File: src/rtl/agc_pkg.sv
// -----------------------------------------------------------------------------
// agc_pkg
// Shared definitions for the AGC-style counter cycle scheduler:
//   - memory bus widths
//   - 15-bit ones' complement boundary constants
//   - scheduler FSM state encoding
// -----------------------------------------------------------------------------
package agc_pkg;

  localparam int DATA_W = 15;
  localparam int ADDR_W = 12;

  // Ones' complement landmarks: largest positive, most negative, and the two zeros.
  localparam logic [DATA_W-1:0] POS_ZERO = 15'o00000;
  localparam logic [DATA_W-1:0] POS_MAX  = 15'o37777;
  localparam logic [DATA_W-1:0] NEG_MAX  = 15'o40000;
  localparam logic [DATA_W-1:0] NEG_ZERO = 15'o77777;

  // One stolen read-modify-write slot: read address, capture data, write back.
  typedef enum logic [1:0] {
    ST_IDLE = 2'd0,
    ST_RD   = 2'd1,
    ST_CAP  = 2'd2,
    ST_WR   = 2'd3
  } sched_state_e;

endpackage : agc_pkg

File: src/rtl/counter_cycle_scheduler_if.sv
// -----------------------------------------------------------------------------
// counter_cycle_scheduler_if
// Memory request path between the control unit, the counter cycle scheduler
// and the erasable memory.
//   cpu_we/cpu_addr/cpu_wdata : control unit request
//   cpu_grant                 : control unit currently owns the memory port
//   mem_we/mem_addr/mem_wdata : request presented to memory
//   mem_rdata                 : memory read data, one cycle after the address
// Modports:
//   slave  : the scheduler (sits in the path)
//   master : the surroundings (control unit + memory)
// -----------------------------------------------------------------------------
interface counter_cycle_scheduler_if;
  import agc_pkg::*;

  logic              cpu_we;
  logic [ADDR_W-1:0] cpu_addr;
  logic [DATA_W-1:0] cpu_wdata;
  logic              cpu_grant;
  logic              mem_we;
  logic [ADDR_W-1:0] mem_addr;
  logic [DATA_W-1:0] mem_wdata;
  logic [DATA_W-1:0] mem_rdata;

  modport slave (
    input  cpu_we, cpu_addr, cpu_wdata, mem_rdata,
    output cpu_grant, mem_we, mem_addr, mem_wdata
  );

  modport master (
    output cpu_we, cpu_addr, cpu_wdata, mem_rdata,
    input  cpu_grant, mem_we, mem_addr, mem_wdata
  );

endinterface : counter_cycle_scheduler_if

File: src/rtl/oc_incdec.sv
// -----------------------------------------------------------------------------
// oc_incdec
// Purely combinational 15-bit ones' complement increment / decrement.
//   val    : operand
//   dir    : 1 = increment (PINC), 0 = decrement (MINC)
//   result : val +/- 1 in ones' complement
//   ovf    : the step crossed the positive/negative limit
// -----------------------------------------------------------------------------
module oc_incdec
  import agc_pkg::*;
(
  input  logic [DATA_W-1:0] val,
  input  logic              dir,
  output logic [DATA_W-1:0] result,
  output logic              ovf
);

  // NOTE: every output gets a default first so no path leaves it unassigned (no latch).
  always_comb begin
    result = val;
    ovf    = 1'b0;
    if (dir) begin
      if (val == POS_MAX) begin
        result = POS_ZERO;
        ovf    = 1'b1;
      end else if (val == NEG_ZERO) begin
        // -0 steps straight to +1, skipping +0.
        result = 15'o00001;
      end else begin
        result = val + DATA_W'(1);
      end
    end else begin
      if (val == NEG_MAX) begin
        result = NEG_ZERO;
        ovf    = 1'b1;
      end else if (val == POS_ZERO) begin
        // +0 steps straight to -1, skipping -0.
        result = 15'o77776;
      end else begin
        result = val - DATA_W'(1);
      end
    end
  end

endmodule : oc_incdec

File: src/rtl/counter_cycle_scheduler.sv
// -----------------------------------------------------------------------------
// counter_cycle_scheduler
// Collects PINC/MINC pulses per counter cell and, at control unit instruction
// boundaries, steals a 3-cycle read-modify-write slot on the shared memory port
// to apply a ones' complement +/-1 to one pending counter (round robin).
// Ports:
//   clk, rst_n        : clock, asynchronous active-low reset
//   pinc_req/minc_req : per-counter one-cycle +1 / -1 request pulses
//   slot_ok           : one-cycle instruction boundary strobe
//   bus (slave)       : control unit request in, memory request out
//   ovf_irq           : one-cycle pulse when a counter overflows (WR cycle)
//   ovf_idx           : index of the last overflowing counter
//   lost              : sticky, a pulse was dropped
// -----------------------------------------------------------------------------
module counter_cycle_scheduler
  import agc_pkg::*;
#(
  parameter  int                NUM_CTR  = 8,
  parameter  logic [ADDR_W-1:0] CTR_BASE = 12'o0024,
  localparam int                IDX_W    = (NUM_CTR > 1) ? $clog2(NUM_CTR) : 1
) (
  input  logic               clk,
  input  logic               rst_n,
  input  logic [NUM_CTR-1:0] pinc_req,
  input  logic [NUM_CTR-1:0] minc_req,
  input  logic               slot_ok,
  counter_cycle_scheduler_if.slave bus,
  output logic               ovf_irq,
  output logic [IDX_W-1:0]   ovf_idx,
  output logic               lost
);

  sched_state_e      state_q, state_d;
  logic [IDX_W-1:0]  idx_q, idx_d;
  logic              dir_q, dir_d;
  logic [DATA_W-1:0] val_q, val_d;
  logic [IDX_W-1:0]  rr_q, rr_d;
  logic [NUM_CTR-1:0] pend_v_q, pend_v_d;
  logic [NUM_CTR-1:0] pend_dir_q, pend_dir_d;
  logic              lost_q, lost_d;
  logic [IDX_W-1:0]  ovf_idx_q, ovf_idx_d;

  logic              pick_found;
  logic [IDX_W-1:0]  pick_idx;
  logic              start_svc;
  logic [DATA_W-1:0] res;
  logic              res_ovf;
  logic [ADDR_W-1:0] ctr_addr;

  oc_incdec u_incdec (
    .val    (val_q),
    .dir    (dir_q),
    .result (res),
    .ovf    (res_ovf)
  );

  // First pending counter at or after the round-robin pointer, wrapping.
  // Scanning from the far end lets the nearest hit overwrite the others.
  always_comb begin
    int j;
    pick_found = 1'b0;
    pick_idx   = '0;
    for (int k = NUM_CTR - 1; k >= 0; k--) begin
      j = int'(rr_q) + k;
      if (j >= NUM_CTR) j = j - NUM_CTR;
      if (pend_v_q[j]) begin
        pick_found = 1'b1;
        pick_idx   = IDX_W'(j);
      end
    end
  end

  assign start_svc = (state_q == ST_IDLE) && slot_ok && pick_found;

  // Pending store: the serviced counter is cleared first, then this cycle's
  // pulse is folded in, so a pulse racing the service becomes a new request.
  always_comb begin
    logic v;
    pend_v_d   = pend_v_q;
    pend_dir_d = pend_dir_q;
    lost_d     = lost_q;
    for (int i = 0; i < NUM_CTR; i++) begin
      v = pend_v_q[i] && !(start_svc && (pick_idx == IDX_W'(i)));
      pend_v_d[i] = v;
      if (pinc_req[i] ^ minc_req[i]) begin
        if (!v) begin
          pend_v_d[i]   = 1'b1;
          pend_dir_d[i] = pinc_req[i];
        end else if (pend_dir_q[i] != pinc_req[i]) begin
          pend_v_d[i] = 1'b0;
        end else begin
          lost_d = 1'b1;
        end
      end
    end
  end

  always_comb begin
    state_d   = state_q;
    idx_d     = idx_q;
    dir_d     = dir_q;
    val_d     = val_q;
    rr_d      = rr_q;
    ovf_idx_d = ovf_idx_q;
    unique case (state_q)
      ST_IDLE: begin
        if (start_svc) begin
          idx_d   = pick_idx;
          dir_d   = pend_dir_q[pick_idx];
          state_d = ST_RD;
        end
      end
      ST_RD:  state_d = ST_CAP;
      ST_CAP: begin
        val_d   = bus.mem_rdata;
        state_d = ST_WR;
      end
      ST_WR: begin
        rr_d = (idx_q == IDX_W'(NUM_CTR - 1)) ? '0 : IDX_W'(idx_q + 1'b1);
        if (res_ovf) ovf_idx_d = idx_q;
        state_d = ST_IDLE;
      end
      default: state_d = ST_IDLE;
    endcase
  end

  // NOTE: sequential state uses non-blocking assignments so every register samples pre-edge values.
  always_ff @(posedge clk or negedge rst_n) begin
    if (!rst_n) begin
      state_q    <= ST_IDLE;
      idx_q      <= '0;
      dir_q      <= 1'b0;
      val_q      <= '0;
      rr_q       <= '0;
      pend_v_q   <= '0;
      pend_dir_q <= '0;
      lost_q     <= 1'b0;
      ovf_idx_q  <= '0;
    end else begin
      state_q    <= state_d;
      idx_q      <= idx_d;
      dir_q      <= dir_d;
      val_q      <= val_d;
      rr_q       <= rr_d;
      pend_v_q   <= pend_v_d;
      pend_dir_q <= pend_dir_d;
      lost_q     <= lost_d;
      ovf_idx_q  <= ovf_idx_d;
    end
  end

  assign ctr_addr = CTR_BASE + ADDR_W'(idx_q);

  // Memory port mux. mem_we is gated by rst_n so a write in flight is killed
  // the moment reset asserts, without waiting for a clock edge.
  assign bus.cpu_grant = (state_q == ST_IDLE);
  assign bus.mem_we    = rst_n && ((state_q == ST_IDLE) ? bus.cpu_we : (state_q == ST_WR));
  assign bus.mem_addr  = (state_q == ST_IDLE) ? bus.cpu_addr  : ctr_addr;
  assign bus.mem_wdata = (state_q == ST_IDLE) ? bus.cpu_wdata : res;

  assign ovf_irq = (state_q == ST_WR) && res_ovf;
  assign ovf_idx = ovf_idx_q;
  assign lost    = lost_q;

endmodule : counter_cycle_scheduler

File: src/flat_wrapper.sv
// flat-port wrapper written by rule: the top's interface ports become plain ports
module counter_cycle_scheduler_flat import agc_pkg::*;
#(
  parameter  int                NUM_CTR  = 8,
  parameter  logic [ADDR_W-1:0] CTR_BASE = 12'o0024,
  localparam int                IDX_W    = (NUM_CTR > 1) ? $clog2(NUM_CTR) : 1
)
  (clk, rst_n, pinc_req, minc_req, slot_ok, ovf_irq, ovf_idx, lost, bus_cpu_we, bus_cpu_addr, bus_cpu_wdata, bus_mem_rdata, bus_cpu_grant, bus_mem_we, bus_mem_addr, bus_mem_wdata);
  counter_cycle_scheduler_if bus_i ();
  input  logic clk;
  input  logic rst_n;
  input  logic [NUM_CTR-1:0] pinc_req;
  input  logic [NUM_CTR-1:0] minc_req;
  input  logic slot_ok;
  output logic ovf_irq;
  output logic [IDX_W-1:0] ovf_idx;
  output logic lost;
  input wire logic [$bits(bus_i.cpu_we)-1:0] bus_cpu_we;
  input wire logic [$bits(bus_i.cpu_addr)-1:0] bus_cpu_addr;
  input wire logic [$bits(bus_i.cpu_wdata)-1:0] bus_cpu_wdata;
  input wire logic [$bits(bus_i.mem_rdata)-1:0] bus_mem_rdata;
  output wire logic [$bits(bus_i.cpu_grant)-1:0] bus_cpu_grant;
  output wire logic [$bits(bus_i.mem_we)-1:0] bus_mem_we;
  output wire logic [$bits(bus_i.mem_addr)-1:0] bus_mem_addr;
  output wire logic [$bits(bus_i.mem_wdata)-1:0] bus_mem_wdata;
  assign bus_i.cpu_we = bus_cpu_we;
  assign bus_i.cpu_addr = bus_cpu_addr;
  assign bus_i.cpu_wdata = bus_cpu_wdata;
  assign bus_i.mem_rdata = bus_mem_rdata;
  assign bus_cpu_grant = bus_i.cpu_grant;
  assign bus_mem_we = bus_i.mem_we;
  assign bus_mem_addr = bus_i.mem_addr;
  assign bus_mem_wdata = bus_i.mem_wdata;
  counter_cycle_scheduler #(.NUM_CTR(NUM_CTR), .CTR_BASE(CTR_BASE)) u_core (.clk(clk), .rst_n(rst_n), .pinc_req(pinc_req), .minc_req(minc_req), .slot_ok(slot_ok), .bus(bus_i), .ovf_irq(ovf_irq), .ovf_idx(ovf_idx), .lost(lost));
endmodule
File: config.mk
export PLATFORM = sky130hd
export DESIGN_NAME = counter_cycle_scheduler_flat
export DESIGN_NICKNAME = d
export VERILOG_FILES = /design/src/rtl/agc_pkg.sv /design/src/rtl/counter_cycle_scheduler_if.sv /design/src/rtl/oc_incdec.sv /design/src/rtl/counter_cycle_scheduler.sv /design/src/flat_wrapper.sv
export SDC_FILE = /design/constraint.sdc
export NUM_CORES = 1
export LEC_CHECK = 0
export BUFFER_PORTS_ARGS = -buffer_cell sky130_fd_sc_hd__buf_2
export CAP_MARGIN = 5
export CORE_MARGIN = 5
export CORE_UTILIZATION = 50
export DETAILED_ROUTE_END_ITERATION = 8
export GPL_ROUTABILITY_DRIVEN = 0
export PLACE_DENSITY = 0.85
export SKIP_CTS_REPAIR_TIMING = 1
export SYNTH_ARGS = -nofsm -noshare
export SYNTH_HDL_FRONTEND = slang
export SYNTH_HIERARCHICAL = 1
export SYNTH_SLANG_ARGS = --single-unit
File: constraint.sdc
create_clock -name clk -period 3.8 [get_ports clk]
set_input_delay 0.76 -clock clk [delete_from_list [all_inputs] [get_ports clk]]
set_output_delay 0.76 -clock clk [all_outputs]
set_load 0.02 [all_outputs]
# Word level (Yosys, flattened, before mapping)
# Index checks and enable logic that the tools add are counted.
[classes]
bitwise_logic = 16
div_mod_pow = 0
n_eq_ne = 23
muxes = 112
shifts = 0
magnitude_cmp = 17
n_mul = 0
n_reduce_logical = 41
n_addsub = 19
[ops]
columns = ["operator", "count"]
rows = [
  ["32-bit by 5-bit < comparator with 1-bit output, second input constant", 8],
  ["32-bit 2-to-1 mux", 8],
  ["32-bit by 5-bit >= comparator with 1-bit output, second input constant", 7],
  ["32-bit by 5-bit subtractor with 32-bit output, second input constant", 7],
  ["15-bit 2-to-1 mux", 6],
  ["1-bit 2-to-1 mux", 77],
  ["15-bit equality test, second input constant", 2],
  ["1-bit binary-select mux with 3-bit select", 9],
  ["3-bit 2-to-1 mux", 9],
  ["1-bit logical AND", 20],
  ["2-bit AND reduction", 10],
  ["3-bit by 3-bit adder with 4-bit output, second input constant", 4],
  ["15-bit by 1-bit adder with 15-bit output, second input constant", 1],
  ["15-bit by 14-bit equality test with 1-bit output, second input constant", 1],
  ["3-bit equality test, second input constant", 5],
  ["15-bit zero test", 1],
  ["15-bit by 1-bit subtractor with 15-bit output, second input constant", 1],
  ["12-bit 2-to-1 mux", 1],
  ["3-bit by 2-bit adder with 4-bit output, second input constant", 2],
  ["1-bit zero test", 8],
  ["1-bit inequality test", 8],
  ["1-bit inverter", 8],
  ["2-bit case mux with 4 select lines", 1],
  ["1-bit XOR", 8],
  ["14 further kinds", 16],
]
[word_totals]
inputBits = 62
ramBits = 0
rom_bits = 0
latch_bits = 0
n_memories = 0
output_inout_bits = 34
regBits = 44

# Depth between registers and ports, before layout
[depth]
word_depth = 41
mapped_depth = 15

# By module
# Netlist, hierarchy kept.
[by_module_without_submodules]
columns = ["module", "n_inst", "cells_per_inst", "area_per_inst_um2"]
rows = [
  ["counter_cycle_scheduler", 1, 385, 3567.2],
  ["oc_incdec", 1, 126, 744.5],
]

# Least setup slack after synthesis
# No wires, ideal clock.
[synth_timing]
kind = "flip-flop to flip-flop"
from = "reg u_core.rr_q[1]"
to = "reg u_core.lost_q (netlist: u_core/lost)"
t_arrival_ns = 3.870
path_buffers = 3
setup_slack_ns = -0.209
period_less_slack_ns = 4.009
required_ns = 3.662
path_stages_with_launch = 14
cell_sequence = "dfrtp_1 > buf_2 > inv_1 > clkbuf_1 > ha_1 > buf_4 > mux4_2 > mux2_2 > and2b_1 > a221oi_2 > mux2_4 > o311a_1 > a311o_1 > or4_1"
[synth_via]
elab_chain_len = 41
word_cells_on_any_way = 127
[synth_lines]
columns = ["item", "line_no", "text"]
rows = [
  ["from (decl)", "counter_cycle_scheduler.sv:37", "logic [IDX_W-1:0] rr_q, rr_d;"],
  ["from (signal assigned)", "counter_cycle_scheduler.sv:144", "rr_q <= rr_d;"],
  ["3-bit by 3-bit adder with 4-bit output", "counter_cycle_scheduler.sv:64", "j = int'(rr_q) + k;"],
  ["32-bit by 5-bit subtractor with 32-bit output or 32-bit by 5-bit >= comparator with 1-bit output (tied branches)", "counter_cycle_scheduler.sv:65", "if (j >= NUM_CTR) j = j - NUM_CTR;"],
  ["32-bit 2-to-1 mux", "counter_cycle_scheduler.sv:65", ""],
  ["1-bit binary-select mux with 3-bit select", "counter_cycle_scheduler.sv:66", "if (pend_v_q[j]) begin"],
  ["1-bit 2-to-1 mux (not written as such) (2 in a row)", "counter_cycle_scheduler.sv:66", ""],
  ["3-bit 2-to-1 mux or 1-bit 2-to-1 mux (tied branches) (8 in a row)", "counter_cycle_scheduler.sv:66", ""],
  ["3-bit zero test or 1-bit logical AND (tied branches)", "counter_cycle_scheduler.sv:83, counter_cycle_scheduler.sv:73", ""],
  ["1-bit logical AND", "counter_cycle_scheduler.sv:83", "v = pend_v_q[i] && !(start_svc && (pick_idx == IDX_W'(i)));"],
  ["(+18 left out)", "-", ""],
  ["1-bit 2-to-1 mux", "counter_cycle_scheduler.sv:85", "if (pinc_req[i] ^ minc_req[i]) begin"],
  ["1-bit 2-to-1 mux", "counter_cycle_scheduler.sv:89", "end else if (pend_dir_q[i] != pinc_req[i]) begin"],
  ["1-bit 2-to-1 mux", "counter_cycle_scheduler.sv:86", "if (!v) begin"],
  ["1-bit 2-to-1 mux", "counter_cycle_scheduler.sv:85", ""],
  ["1-bit 2-to-1 mux", "counter_cycle_scheduler.sv:89", ""],
  ["1-bit 2-to-1 mux", "counter_cycle_scheduler.sv:86", ""],
  ["1-bit 2-to-1 mux *", "counter_cycle_scheduler.sv:85", ""],
  ["net u_core.lost_d", "counter_cycle_scheduler.sv:40", "logic lost_q, lost_d;"],
  ["to (signal assigned)", "counter_cycle_scheduler.sv:147", "lost_q <= lost_d;"],
  ["to (decl)", "counter_cycle_scheduler.sv:40", ""],
]
# Mark *: on every way through the listed nets, which the timed path passes. The rest lies on a longest branch. The select of a mux whose other input is x is not followed.
# A chain may end at the register's enable or synchronous reset.

# Final worst setup path
[layout_timing]
from = "reg u_core.rr_q[0]"
to = "reg u_core.lost_q (netlist: u_core/lost)"
# Same word-level chain as after synthesis.

==> flow_summary.toml <==
[timing]
tns_ps = 0
timing.final.crit_share = 0.956
timing.fmax_ghz = 0.275
final-setup-viol-count = 0
slew_headroom = 0.498
skew_ps = 8.69
finalMaxSlewViolations = 0
rsz0062_at_grt = "no"
tightestPinTransition_ps = 753
hold_violations = 0
timing.final.crit_period_ps = 3630

[floorplan]
die_h_um = 103
rows = 33
io_pins = 96
coreArea_um2 = 8300
die_area_um2 = 10600
start_util = 0.520
dieWidth_um = 103

[grt]
grt_first_pass_wirelength_um = 19300
grt_pass1_vias = 4149
antenna_found_initial = 0
overflow = 0
grt_max_degree = 45
track_usage = 0.225

[critical_path]
cp_data_arrival_time_ps = 3810
rrSetupSlack_ps = 170
critPathRequiredTime_ps = 3980
reg2reg_from = "u_core/rr_q[0]"
end_kind = "flip-flop"
reg2reg_to = "u_core/lost"
crit_path_start = "u_core/rr_q[0]"
crit_path_max_fanout = 9
critPathKind = "reg2reg"
reg2reg_depth = 12
critPathLaunchType = "flip-flop"

[power_and_ir_drop]
p_leak_nw = 2.13
power_frac_seq = 0.237
p_clk_frac = 0.063
ir_drop_mv = 0.354
p_per_area_nw_per_um2 = 962
p_sw_frac = 0.510
power.switching_mw = 2.46
total_power_mw = 4.82
combPwrFrac = 0.700
p_int_mw = 2.36

[synth]
synth_warnings = 6
synth_area_um2 = 4310
synthCells = 511
async_flop_share = 1.00
synth_edf_count = 0
ys.flop_type = "dfrtp_1"
syn_area_per_cell_um2 = 8.44
synthDistinctLibCells = 67
yosysSeqAreaShare = 0.255
ys_ff_latch = 44
synthesis.nets = 583

[drt]
drtIter0Drc = 311
drc = 0
num_vias = 4424
first_pass_iters = 5
postRouteAntennaNets = 0
wl_per_cell_um = 16.6
routed_wl_um = 11700
drt-vias-per-instance = 6.28

[hold_path]
hold_depth = 1
hold_path.startpoint = "u_core/ovf_idx[1]"
hold_class = "reg2reg"
min_to = "u_core/ovf_idx[1]"

[outcome]
status = "finished clean"

[cts]
clock_sinks = 44
cts_buffers = 5
cts.reportedPaths.clkPinSlew_ps = 90
clockRootBuffer = "clkbuf_8"
clock_latency_ps = 310
cts_max_level = 2
cts_tree = "yes"
clockBufferDepth = 2

[placed_design]
io_buffers = 95
post-dp-hpwl_um = 8990
placed_area_um2 = 4910

[final_layout]
diodes = 0
final_area_um2 = 5010
nets = 671
utilization = 0.603
final_layout_size_suffix_gt1_frac = 0.313
syn_to_final_growth_pct = 16.2

[job]
max-cap-violations = 0
[metal layers]
metal,routed length (µm),up-vias,track usage
li1,-,2089,-
met1,4700,2087,0.290
met2,5620,227,0.395
met3,1180,21,0.0332
met4,182,0,0.0588
met5,0,-,0
[final cells by class]
cell class                 instances  area (µm²)
fill                             729        3290
multi-input combinational        415        3010
sequential                        44        1100
timing repair buffer             111         596
tap                              105         131
inverter                          22        82.6
clock buffer                       5        68.8
clock inverter                     3        18.8
[Yosys cell counts (3+ instances only)]
cell / number / area (µm²)
nand2_1: 52 / 195
dfrtp_1: 44 / 1100
mux2_2: 42 / 473
nor2_1: 38 / 143
o21ai_0: 31 / 155
a21oi_1: 24 / 120
nor3_1: 24 / 120
inv_1: 22 / 82.6
mux2i_1: 21 / 210
clkbuf_1: 20 / 75.1
nand3_1: 17 / 85.1
and2_1: 10 / 62.6
ha_1: 10 / 125
mux4_2: 10 / 225
nor4_1: 9 / 56.3
a21boi_0: 7 / 52.6
nand4_1: 7 / 43.8
nor2b_1: 7 / 43.8
o31ai_1: 7 / 52.6
a211oi_1: 6 / 45.0
a2bb2oi_1: 6 / 52.6
or3_1: 6 / 37.5
a22oi_1: 5 / 37.5
and3_1: 5 / 31.3
buf_2: 5 / 25.0
o31a_1: 5 / 43.8
a31oi_1: 4 / 25.0
nand3b_1: 4 / 30.0
xnor2_1: 4 / 35.0
xor2_1: 4 / 35.0
a221oi_1: 3 / 26.3
buf_6: 3 / 33.8
nand2b_1: 3 / 18.8
o21a_1: 3 / 22.5
o2bb2ai_1: 3 / 26.3
or2_2: 3 / 18.8
[registers in the layout, indices dropped and copies added (netlist names)]
signal             flops
u_core/ovf_idx         3
u_core/rr_q            3
u_core/lost            1
u_core/pend_dir_q      8
u_core/idx_q           3
u_core/pend_v_q        8
u_core/val_q          15
u_core/state_q         2
u_core/dir_q           1
[worst max-delay path by stage]
stage	end	slack, ps	cells past startpoint
3_3_place_gp	u_core/lost	310	10
3_5_place_dp	u_core/lost	150	10
5_1_grt	u_core/lost	20	11
2_1_floorplan	u_core/lost	10	14
6_report	u_core/lost	170	12
4_1_cts	u_core/lost	140	10
[stage by stage]
stage	setup WS, ps	hold slack (ps)	instances
after global placement	307	484	697
after global routing	22.2	538	705
after CTS	143	510	705
after detailed placement	152	490	697
final	168	506	705
after floorplan	14.4	464	511
[cells by family after synthesis]
group	Yosys count	synth area share
flops	44	0.255
mux	75	0.220
fa+ha+maj	10	0.0290
buf+inv	52	0.0537
compound gates	129	0.204
simple gates	193	0.222
xor+xnor	8	0.0162
[cells in the final DEF (no fill, tap or decap), drive strengths merged, types with 6 or more instances in the layout]
| master | n |
|---|---|
| mux2i | 21 |
| dfrtp | 44 |
| mux2 | 43 |
| inv | 22 |
| nor2b | 7 |
| nor4 | 9 |
| a2bb2oi | 6 |
| and2 | 10 |
| buf | 111 |
| or3 | 6 |
| nor2 | 38 |
| a21boi | 7 |
| nand2 | 52 |
| a211oi | 6 |
| o31ai | 8 |
| mux4 | 11 |
| nand3 | 17 |
| ha | 10 |
| o21ai | 34 |
| nand4 | 7 |
| nor3 | 24 |
| a21oi | 24 |
[critical path: stages (launching register included)]
cell	delay, ps
dfrtp_1	380
inv_2	70
ha_4	330
mux4_2	570
mux2_4	300
and2b_1	230
nand3_1	80
nor3_1	310
nor2_2	80
buf_4	160
o31a_1	350
o2bb2ai_1	150
or4_1	500
[power by group through the flow]
stage	combinational [mW]	sequential [mW]	clock, mW
after global routing	3.67	1.19	0.328
after detailed placement	3.31	1.13	0
after global placement	3.20	1.11	0
after floorplan	2.74	0.883	0
after CTS	3.33	1.12	0.309
final	3.37	1.14	0.304
(Power assumes the default switching activity.)
